===== src/rtl/phase_timer.sv =====
// phase_timer -- per-phase countdown for a traffic light sequencer.
//
// The timer watches the lamp outputs of a downstream light sequencer,
// works out which phase is showing, counts that phase's duration in
// one-second ticks and then emits a single-cycle advance pulse (en).
// It also debounces a raw pedestrian push-button and turns each accepted
// press into a single-cycle request pulse (ped_toggle).
//
// Ports
//   clk           : system clock, rising edge
//   reset         : asynchronous, active-high reset
//   ped_btn       : raw asynchronous pedestrian button, high = pressed
//   hold          : freezes the countdown while high (COUNT state only)
//   MG,MY,MR      : main-road lamp outputs of the sequencer
//   SG,SY,SR      : side-road lamp outputs of the sequencer
//   ped_light     : pedestrian lamp output of the sequencer
//   en            : registered one-cycle advance pulse to the sequencer
//   ped_toggle    : registered one-cycle pedestrian request pulse
//   sec_remaining : registered ticks left in the current phase
//
// Pulse semantics: en and ped_toggle are fire-and-forget strobes with no
// back-pressure; each is high for exactly one clk cycle and the receiver
// must act on it in that cycle.
module phase_timer #(
    parameter int TICK_DIV        = 50000000,
    parameter int GREEN_S         = 10,
    parameter int YELLOW_S        = 3,
    parameter int ALLRED_S        = 2,
    parameter int PED_S           = 8,
    parameter int DEBOUNCE_CYCLES = 1000000
) (
    input  logic       clk,
    input  logic       reset,
    input  logic       ped_btn,
    input  logic       hold,
    input  logic       MG,
    input  logic       MY,
    input  logic       MR,
    input  logic       SG,
    input  logic       SY,
    input  logic       SR,
    input  logic       ped_light,
    output logic       en,
    output logic       ped_toggle,
    output logic [7:0] sec_remaining
);

    // Durations are 8-bit; a zero duration is treated as one tick.
    localparam logic [7:0] GREEN_D  = (GREEN_S  % 256 == 0) ? 8'd1 : 8'(GREEN_S  % 256);
    localparam logic [7:0] YELLOW_D = (YELLOW_S % 256 == 0) ? 8'd1 : 8'(YELLOW_S % 256);
    localparam logic [7:0] ALLRED_D = (ALLRED_S % 256 == 0) ? 8'd1 : 8'(ALLRED_S % 256);
    localparam logic [7:0] PED_D    = (PED_S    % 256 == 0) ? 8'd1 : 8'(PED_S    % 256);

    localparam int                 PRE_W   = $clog2(TICK_DIV);
    localparam logic [PRE_W-1:0]   PRE_TOP = PRE_W'(TICK_DIV - 1);
    localparam int                 DB_W    = $clog2(DEBOUNCE_CYCLES + 1);
    localparam logic [DB_W-1:0]    DB_MAX  = DB_W'(DEBOUNCE_CYCLES);

    typedef enum logic [1:0] {
        PH_ALLRED = 2'd0,
        PH_GREEN  = 2'd1,
        PH_YELLOW = 2'd2,
        PH_PED    = 2'd3
    } phaseT;

    typedef enum logic [1:0] {
        LOAD  = 2'd0,
        COUNT = 2'd1,
        FIRE  = 2'd2,
        WAIT  = 2'd3
    } stateT;

    stateT            state;
    phaseT            curPhase;
    phaseT            decPhase;
    logic [7:0]       decDur;
    logic [PRE_W-1:0] prescaler;
    logic [7:0]       secCnt;
    logic [1:0]       waitCnt;

    logic             syncA;
    logic             syncB;
    logic             debLevel;
    logic             debLevelQ;
    logic [DB_W-1:0]  dbCnt;

    // Red lamps carry no information the decode needs: a phase with no
    // green, yellow or pedestrian lamp lit is all-red regardless.
    logic unusedRedLamps;
    assign unusedRedLamps = MR ^ SR;

    // Phase decode, highest priority first. Any lamp pattern that is not
    // recognised (including illegal ones) falls through to all-red.
    always_comb begin
        decPhase = PH_ALLRED;
        decDur   = ALLRED_D;
        if (ped_light) begin
            decPhase = PH_PED;
            decDur   = PED_D;
        end else if (MG | SG) begin
            decPhase = PH_GREEN;
            decDur   = GREEN_D;
        end else if (MY | SY) begin
            decPhase = PH_YELLOW;
            decDur   = YELLOW_D;
        end
    end

    // Countdown FSM. sec_remaining is written alongside every transition so
    // it always reflects the state being entered: secCnt+1 in COUNT, 0 else.
    // secCnt never exceeds 254, so secCnt+1 stays within the 8-bit range.
    always_ff @(posedge clk or posedge reset) begin
        if (reset) begin
            state         <= LOAD;
            curPhase      <= PH_ALLRED;
            prescaler     <= '0;
            secCnt        <= 8'd0;
            waitCnt       <= 2'd0;
            en            <= 1'b0;
            sec_remaining <= 8'd0;
        end else begin
            en <= 1'b0;
            case (state)
                LOAD: begin
                    curPhase      <= decPhase;
                    secCnt        <= decDur - 8'd1;
                    prescaler     <= '0;
                    sec_remaining <= decDur;
                    state         <= COUNT;
                end
                COUNT: begin
                    // A lamp change wins over hold and over a coincident tick.
                    if (decPhase != curPhase) begin
                        sec_remaining <= 8'd0;
                        state         <= LOAD;
                    end else if (!hold) begin
                        if (prescaler == PRE_TOP) begin
                            prescaler <= '0;
                            if (secCnt == 8'd0) begin
                                en            <= 1'b1;
                                sec_remaining <= 8'd0;
                                state         <= FIRE;
                            end else begin
                                secCnt        <= secCnt - 8'd1;
                                sec_remaining <= secCnt;
                            end
                        end else begin
                            prescaler <= prescaler + PRE_W'(1);
                        end
                    end
                end
                FIRE: begin
                    waitCnt <= 2'd0;
                    state   <= WAIT;
                end
                WAIT: begin
                    // Retime the same phase if the sequencer does not react
                    // to en within four cycles.
                    if ((decPhase != curPhase) || (waitCnt == 2'd3)) begin
                        state <= LOAD;
                    end else begin
                        waitCnt <= waitCnt + 2'd1;
                    end
                end
                default: state <= LOAD;
            endcase
        end
    end

    // Button path: two-flop synchroniser, then a debouncer that commits a
    // new level on the edge after DEBOUNCE_CYCLES consecutive disagreeing
    // cycles have been counted. Any agreeing cycle restarts the count.
    // A rise seen while the pedestrian lamp is lit is dropped outright.
    always_ff @(posedge clk or posedge reset) begin
        if (reset) begin
            syncA      <= 1'b0;
            syncB      <= 1'b0;
            debLevel   <= 1'b0;
            debLevelQ  <= 1'b0;
            dbCnt      <= '0;
            ped_toggle <= 1'b0;
        end else begin
            syncA <= ped_btn;
            syncB <= syncA;
            if (syncB != debLevel) begin
                if (dbCnt == DB_MAX) begin
                    debLevel <= syncB;
                    dbCnt    <= '0;
                end else begin
                    dbCnt <= dbCnt + DB_W'(1);
                end
            end else begin
                dbCnt <= '0;
            end
            debLevelQ  <= debLevel;
            ped_toggle <= debLevel & ~debLevelQ & ~ped_light;
        end
    end

endmodule

===== config.mk =====
export PLATFORM = sky130hd
export DESIGN_NAME = phase_timer
export DESIGN_NICKNAME = d
export VERILOG_FILES = /design/src/rtl/phase_timer.sv
export SDC_FILE = /design/constraint.sdc
export NUM_CORES = 1
export LEC_CHECK = 0
export CAP_MARGIN = 20
export CORE_ASPECT_RATIO = 1.5
export CORE_UTILIZATION = 35
export CTS_BUF_LIST = sky130_fd_sc_hd__clkbuf_2 sky130_fd_sc_hd__clkbuf_4 sky130_fd_sc_hd__clkbuf_8
export DETAILED_ROUTE_END_ITERATION = 10
export GPL_TIMING_DRIVEN = 0
export PLACE_DENSITY_LB_ADDON = 0.08
export SKIP_CTS_REPAIR_TIMING = 1
export SYNTH_ARGS = -nofsm -noshare
export SYNTH_HDL_FRONTEND = slang
export SYNTH_SLANG_ARGS = --single-unit
export TNS_END_PERCENT = 1

===== constraint.sdc =====
create_clock -name clk -period 2.9 [get_ports clk]
set_clock_uncertainty 0.1 [all_clocks]
set_input_delay 0.725 -clock clk [delete_from_list [all_inputs] [get_ports clk]]
set_output_delay 0.725 -clock clk [all_outputs]
set_load 0.05 [all_outputs]

======== After elaboration in Yosys (flattened, before gate mapping) ========
Cells that the tools add are included.
storage, ports and cells
  register bits ........................... 74
  bits of input ports ..................... 11
  output and inout port bits .............. 10
  logic and storage cells ................. 87
operators by class
  add/subtract/negate cells ............... 5
  equality and inequality tests ........... 17
  multiplexer cells ....................... 35
  bitwise operators ....................... 6
  reductions and logical operators ........ 11
operators with widths
  operator                 count
  $mux W26                 3
  $mux W8                  8
  $pmux W26 S2             1
  $mux W20                 2
  $pmux W8 S2              2
  $add A26 B1 Y26 const B  1
  $eq A26 B26 Y1 const B   1
  $add A20 B1 Y20 const B  1
  $eq A20 B20 Y1 const B   1
  $mux W2                  9
  $sub A8 B1 Y8 const B    2
  $ne A2 B2 Y1 const B     6
  $ne A3 B3 Y1 const B     3
  $logic_not A8 Y1         1
  $mux W4                  2
  $pmux W2 S4              1
  $eq A2 B2 Y1 const B     3
  $mux W1                  6
  $reduce_and A3 Y1        2
  $reduce_and A5 Y1        1
  $pmux W2 S2              1
  $reduce_and A2 Y1        2
  $reduce_and A4 Y1        1
  $reduce_bool A2 Y1       2
  other kinds (9)          12

======== Logic depth before layout (Yosys ltp) ========
Gate-level depths: netlist (run 1).
  depth in word-level cells ............... 8
  gate-level depth with buffers ........... 10
  gate-level depth less buffers ........... 9

======== Worst setup path before layout (run 1) ========
OpenSTA, ideal clock, no wires.
  path type ............................... input to register
  from .................................... in SY
  to ...................................... reg prescaler[11]
  setup time .............................. 0.078 ns
  data arrival time ....................... 2.651 ns
  data required time ...................... 2.722 ns
  slack ................................... 0.071 ns
  stages on the path ...................... 6
  path buffers ............................ 0
  cells stage by stage .................... or3_1 > a2111o_1 > o211ai_2 > or3b_4 > or3_1 > a21oi_1
between the ends
  longest elaborated chain between the ends .. 7
RTL lines
  what                                RTL line  RTL
  start, declared                     40        input logic SY,
  $or A1 B1 Y1                        103       end else if (MY | SY) begin
  $mux W2                             103
  $mux W2                             100       end else if (MG | SG) begin
  $mux W2                             97        if (ped_light) begin
  $ne A2 B2 Y1                        133       if (decPhase != curPhase) begin
  $ne A2 B2 Y1 (no source line)       n/a
  $reduce_and A3 Y1 (no source line)  n/a
  end signal, assigned                148       prescaler <= prescaler + PRE_W'(1);
  end, declared                       77        logic [PRE_W-1:0] prescaler;
Every way passes these cells.
A chain may end at the register's enable or synchronous reset.

======== Worst setup path in the final report (run 1) ========
  from .................................... in MG
  to ...................................... reg prescaler[11]
between the ends
  longest elaborated chain between the ends .. 6
RTL lines
  what                                RTL line  RTL
  start, declared                     36        input logic MG,
  $or A1 B1 Y1                        100
  $mux W2                             100
  $mux W2                             97
  $ne A2 B2 Y1                        133
  $ne A2 B2 Y1 (no source line)       n/a
  $reduce_and A3 Y1 (no source line)  n/a
Every way passes these cells.

==> out/qor.csv, run 1 <==
stage;metric;value;unit
job;max_cap viols;0;
power;Lkg Pwr;1.941;nW
route;vias per cell;5.336;
synthesis;Net Count, Synth;461;
critical_path;crit path max fanout;8;
synthesis;library cells used by synthesis;50;
timing;relative slew slack;48.62;%
route;DR WL/cell;15.59;um
route;drt drc;0;
synthesis;Post-Synth XOR/XNOR Area;6.008;%
timing;Fin Setup TNS;0;ns
critical_path;Crit. End Element;flip-flop;
power;Max VDD drop;247.4;uV
synthesis;Syn Std Cell Area;3936;sq um
synthesis;main combinational cell family by area after synthesis;simple AND/OR/NAND/NOR gates;
synthesis;sequential-to-total area share from yosys stat;47.04;%
synthesis;post-synthesis average cell area;8.846;sq um
global_routing;vias in the first global route;3198;
global_routing;GRT Overall Usage;18.29;%
clocking;clock slew at reported path FFs;0.08;ns
route;Pre-Repair DR Iteration Count;4;
synthesis;Synth area leader;dfrtp_1;
synthesis;number of flops mapped to enable cells by yosys;0;
clocking;clock root buffer;clkbuf_8;
synthesis;simple-gate share of the synthesized area;28.61;%
route;via count;3394;
critical_path;startpoint types;input pin;
global_routing;largest net degree at the start of global routing;52;
synthesis;dominant cells by area after synthesis;dfrtp_1 47%, nor2_1 5.9%, nand2_1 4.3%;
floorplan;I/O pin cnt;21;
placement;placed cells;612;
layout;fraction of layout cells with a size suffix above 1;10.43;%
clocking;Clock Path Buffers;2;
placement;RePlAce Congestion;0.8250;
timing;fmax;352.6;MHz
layout;Filler cells;1102;
floorplan;starting density of the core;35.79;%
power;cell-internal power;0.002034;W
clocking;CTS buffer count;9;
route;Routed Antenna Nets;0;
synthesis;Synth warnings;0;
floorplan;die height;131.9;um
timing;minimum clock period;2.836;ns
layout;# diodes;0;
timing;RSZ-0062 raised after global routing;no;
layout;Multi-input gate area;2019;sq um
critical_path;WP data required;3.10;ns
critical_path;Crit path depth;7;
power;sw frac;38.11;%
clocking;Clk Latency, worst-skew pair;0.37;ns
critical_path;Setup CP Type;input pin to flip-flop;
synthesis;asr flop ratio synth;100.0;%
timing;fin crit share;97.80;%
critical_path;cells along the critical path;clkdlybuf4s50_1 > or2_4 > a2111o_1 > o211ai_4 > or3b_4 > or3_1 > a21oi_1;
timing;Final setup viols;0;
synthesis;post-synth top area share;47.04;%
run_status;outcome;finished clean;
layout;Cell Count, Final, Fillers Out;636;
floorplan;DIE AREA;11680;sq um
clocking;clock sinks;74;
layout;Area Overhead vs Synth;19.01;%
global_routing;global-route wire length before repair;16350;um
critical_path;Worst EP arrival;3.03;ns
synthesis;post-synthesis adder-cell area fraction;1.589;%
floorplan;Die X;88.59;um
critical_path;Crit-path slowest cell;or3b_4;
power;Flop pwr share;38.7;%
route;total wire length;9917;um
power;Pwr Total;0.003287;W
floorplan;row cnt;47;
critical_path;r2r worst-path depth;7;
power;power density over the cells;701.7;nW/um^2
placement;input/output buffers;18;
synthesis;Main synth FF type;dfrtp_1;
layout;storage element area;1854;sq um
timing;final hold vios;0;
synthesis;post-synthesis compound-gate area fraction;12.46;%
layout;Nets;500;
critical_path;worst path buffer plus inverter count;1;
global_routing;GRT Residual Overflow;0;
placement;hpwl dp;6938;um
synthesis;Yosys reg bits;74;
critical_path;delay-heaviest family, CP;simple AND/OR/NAND/NOR gates;
timing;Worst-Margin Slew;0.7648;ns
synthesis;mux share of post-synthesis cell area;1.176;%
synthesis;Post-Syn Instances;445;
power;Clk pwr share;26.0;%
floorplan;Core Box Area;11000;sq um
timing;Slew Limit Fails;0;
clocking;CTS tree;yes;
power;Net Switching;0.001253;W
global_routing;initial antenna violation count;0;
route;1st-iter DRT viols;141;
worst_hold_path;hold path depth;0;
worst_hold_path;HP Class;flip-flop to flip-flop;
critical_path;slowest stage delay, CP;0.45;ns
power;Comb power frac;35.3;%
clocking;# H-tree levels;3;
-- cell usage in the layout, fill, tap and decap left out, types with 4 or more instances in the layout --
| cell type | n |
|---|---|
| nand4_1 | 13 |
| ha_1 | 4 |
| clkbuf_1 | 13 |
| nor4_1 | 8 |
| or3_1 | 7 |
| nor2b_1 | 4 |
| or4_1 | 5 |
| nand3_1 | 28 |
| a21oi_1 | 20 |
| nor2_1 | 61 |
| and3_1 | 5 |
| and4_1 | 4 |
| nor3_1 | 16 |
| buf_4 | 9 |
| xnor2_1 | 10 |
| xor2_1 | 17 |
| clkbuf_8 | 11 |
| clkdlybuf4s50_1 | 15 |
| o31ai_1 | 9 |
| dfrtp_1 | 72 |
| inv_1 | 12 |
| o21ai_0 | 29 |
| nand2_1 | 45 |
-- through the flow --
step / hold WS, ns / setup slack, ns / util [%] / area (sq um)
2_1_floorplan: 0.2312 / 0.07123 / - / 3936
3_3_place_gp: 0.2455 / -1.199 / 39.11 / 4300
3_5_place_dp: 0.2471 / -0.7198 / 39.47 / 4340
4_1_cts: 0.2755 / -0.3412 / 41.37 / 4549
5_1_grt: 0.2773 / 0.006247 / 42.60 / 4684
6_report: 0.2710 / 0.06388 / 42.60 / 4684
-- state kept, by name, summed over array words and instances (netlist names), named ones only --
name           cells
ped_toggle         1
secCnt             8
state              1
syncB              1
curPhase           2
prescaler         26
debLevel           1
en                 1
waitCnt            2
dbCnt             20
syncA              1
sec_remaining      8
debLevelQ          1
-- cell families after synthesis --
group	after synthesis
mux	4
simple gates	223
flops	74
xor+xnor	27
buf+inv	32
fa+ha+maj	5
compound gates	80
-- synth_stat cells (all sizes together), types with 2 or more instances --
cell type and instances:
dfrtp 74, nor2 62, nand2 45, nand3 30, o21ai 29, a21oi 20, clkbuf 17, xor2 17
nor3 16, inv 13, nand4 13, xnor2 10, nor4 9, o31ai 9, or3 7, or4 6
and3 5, and4 5, ha 5, nor2b 5, o211ai 4, a41oi 3, nand2b 3, nor4b 3
o22ai 3, or2 3, a21o 2, and3b 2, buf 2, mux2 2, mux2i 2, nand3b 2
nor3b 2, o21a 2
-- per-layer routing --
metal | global-route usage [%] | share of wire, % | wire, um | vias up
met1 | 22.67 | 43 | 4297 | 1636
li1 | - | - | - | 1670
met3 | 2.880 | 2.8 | 279 | 19
met5 | 0 | 0 | 0 | -
met2 | 30.13 | 51 | 5082 | 69
met4 | 9.319 | 2.6 | 257 | 0
-- power groups by stage --
stage / combinational (W) / sequential [W] / clock (W)
final: 0.00116 / 0.00127 / 0.000854
after detailed placement: 0.00109 / 0.00128 / 0
after floorplan: 0.000701 / 0.00132 / 0
after global placement: 0.00107 / 0.00128 / 0
after CTS: 0.00109 / 0.00126 / 0.000876
after global routing: 0.00129 / 0.00129 / 0.000925
-- path summary, 6_finish.rpt --
path / start / to / slack, ns
setup reg to reg: prescaler[16] / secCnt[0] / 0.10
max in group asynchronous: reset / secCnt[0] / 1.55
setup / recovery: MG / prescaler[11] / 0.06
hold reg to reg: syncA / syncB / 0.27
hold / removal: syncA / syncB / 0.27
min in group asynchronous: reset / prescaler[5] / 0.58
-- layout make-up --
cell class	count	area share, %
flip-flops and latches	74	39.58
repair buffers	30	6.357
inverters	13	1.095
plain buffers	17	1.469
clock inverters	2	0.7479
multi-input cells	339	43.11
well taps	147	3.926
clock buffers	14	3.713
No activity file was read; power rests on OpenSTA's default activity.
==> run 2, diff against run 1 <==
- GPL_ROUTABILITY_DRIVEN: default -> 1
- GPL_TIMING_DRIVEN: 0 -> default
- TNS_END_PERCENT: 1 -> default
==> run 2 against run 1 <==
  * Combinational power is essentially flat
  * Flip-flop and latch count is the same
  * Power is 0.49% higher
  * Worst hold slack got worse by 0.0012 ns
  * Utilization up 0.76 points
  * Worst setup slack lost 0.0016 ns
  * Critical path type unchanged
  * Sequential share of layout area down 0.75 points
==> out/qor.csv, run 2 (synthesized netlist as in run 1, its figures left out) <==
stage;metric;value;unit
clocking;# H-tree levels;3;
floorplan;I/O pin cnt;21;
critical_path;startpoint types;input pin;
timing;final hold vios;0;
route;DR WL/cell;14.92;um
placement;hpwl dp;6937;um
layout;Nets;509;
critical_path;worst path buffer plus inverter count;1;
global_routing;met2 usage;30.73;%
power;power density over the cells;692.7;nW/um^2
critical_path;crit path max fanout;4;
power;Pwr Total;0.003303;W
clocking;CTS tree;yes;
global_routing;met3 GRT Util;3.381;%
critical_path;r2r worst-path depth;8;
layout;post-route cell area;4768;sq um
critical_path;Setup CP Type;input pin to flip-flop;
critical_path;delay-heaviest family, CP;simple AND/OR/NAND/NOR gates;
clocking;Clk Latency, worst-skew pair;0.36;ns
layout;biggest regs;prescaler x26, dbCnt x20;
layout;max FFs per register;26;
global_routing;vias in the first global route;3384;
route;drt drc;0;
global_routing;M1 GR Usage;22.33;%
timing;worst hold slack;0.2698;ns
floorplan;DIE AREA;11680;sq um
critical_path;slowest stage delay, CP;0.44;ns
worst_hold_path;HP Class;flip-flop to flip-flop;
floorplan;row cnt;47;
power;Clk pwr share;25.3;%
power;Net Switching;0.001248;W
clocking;Clock Path Buffers;2;
timing;RSZ-0062 raised after global routing;no;
clocking;clock sinks;74;
timing;fmax;352.4;MHz
critical_path;Crit path depth;7;
critical_path;Crit-path slowest cell;or3b_4;
clocking;CTS buffer count;9;
critical_path;cells along the critical path;clkdlybuf4s50_1 > or3_1 > a2111o_1 > o211ai_4 > or3b_4 > or3_4 > a21oi_2;
power;cell-internal power;0.002055;W
global_routing;global-route wire length before repair;16410;um
global_routing;largest net degree at the start of global routing;75;
layout;Cell Count, Final, Fillers Out;645;
global_routing;GRT Overall Usage;18.21;%
global_routing;initial antenna violation count;0;
placement;Placed Area;4529;sq um
clocking;clock slew at reported path FFs;0.08;ns
timing;relative slew slack;58.45;%
layout;Reg with most FFs;prescaler;
timing;fin crit share;97.85;%
placement;placed cells;628;
floorplan;Die X;88.59;um
power;Flop pwr share;39.4;%
critical_path;reg2reg setup slack;0.24;ns
route;Routed Antenna Nets;0;
run_status;outcome;finished clean;
layout;# diodes;0;
route;Pre-Repair DR Iteration Count;4;
layout;most common cell after layout, fill and taps aside;dfrtp_1;
job;max_cap viols;0;
timing;minimum clock period;2.838;ns
timing;Final setup viols;0;
critical_path;Worst EP arrival;3.03;ns
placement;input/output buffers;18;
layout;most frequent cells in the layout;74 x dfrtp_1, 62 x nor2_1, 45 x nand2_1;
critical_path;Crit. End Element;flip-flop;
floorplan;Core Box Area;11000;sq um
floorplan;die height;131.9;um
layout;Filler cells;1125;
route;vias per cell;5.295;
global_routing;GRT Residual Overflow;0;
power;Max VDD drop;265.0;uV
power;Comb power frac;35.3;%
worst_hold_path;hold path depth;0;
global_routing;busiest grt layer;met2;
timing;Fin Setup TNS;0;ns
power;Lkg Pwr;2.016;nW
timing;Worst-Margin Slew;0.6175;ns
power;sw frac;37.78;%
placement;RePlAce Congestion;0.7901;
critical_path;WP data required;3.09;ns
floorplan;starting density of the core;35.79;%
timing;Slew Limit Fails;0;
layout;Area Overhead vs Synth;21.14;%
route;via count;3415;
layout;fraction of layout cells with a size suffix above 1;13.45;%
route;total wire length;9625;um
clocking;clock root buffer;clkbuf_8;
route;1st-iter DRT viols;151;
## run 2: cell count changes in the layout (fill, tap and decap cells not counted), moves of 3 or more
cell	change
buf_2	-3
clkbuf_4	-3
buf_4	+27
clkbuf_1	-13
## run 2: cell type report
class                   instances  area (sq um)  area share, %
repair buffers                 56         493.0          10.34
well taps                     147         183.9          3.857
clock inverters                 6         65.06          1.364
clock buffers                  10         137.6          2.886
multi-input cells             339          1988          41.70
flip-flops and latches         74          1852          38.84
inverters                      13         48.80          1.023
## run 2: routing by layer
layer,vias up,wire (um)
li1,1682,-
met5,-,0
met4,0,183
met1,1673,4136
met2,47,5085
met3,13,219
## run 2: power groups by stage
stage          clock [W]  combinational (W)  sequential [W]
6_report        0.000837            0.00116         0.00130
5_1_grt         0.000911            0.00130         0.00132
4_1_cts         0.000868            0.00115         0.00130
3_5_place_dp           0            0.00115         0.00132
3_3_place_gp           0            0.00114         0.00132
2_1_floorplan          0           0.000701         0.00132
## run 2: per-stage QoR
step / setup WS [ns] / utilization (%)
2_1_floorplan: 0.07123 / -
3_3_place_gp: -0.4052 / 41.19
3_5_place_dp: -0.4166 / 41.19
4_1_cts: -0.03263 / 43.03
5_1_grt: 0.004356 / 43.36
6_report: 0.06231 / 43.36
## run 2: worst register-to-register path, cell delays in order (launching register included)
cell and delay (ns):
dfrtp_1 0.39, ha_1 0.17, and4_1 0.27, nand3_1 0.17, or4_4 0.53, o21a_1 0.19, or3_1 0.39, buf_4 0.18
o22ai_1 0.17
## run 2: path summary, 6_finish.rpt
path | start | end
max in group asynchronous | reset | prescaler[14]
max reg2reg | prescaler[1] | secCnt[4]
min reg2reg | syncA | syncB
min in group asynchronous | reset | prescaler[10]
max | MY | prescaler[7]
min | syncA | syncB
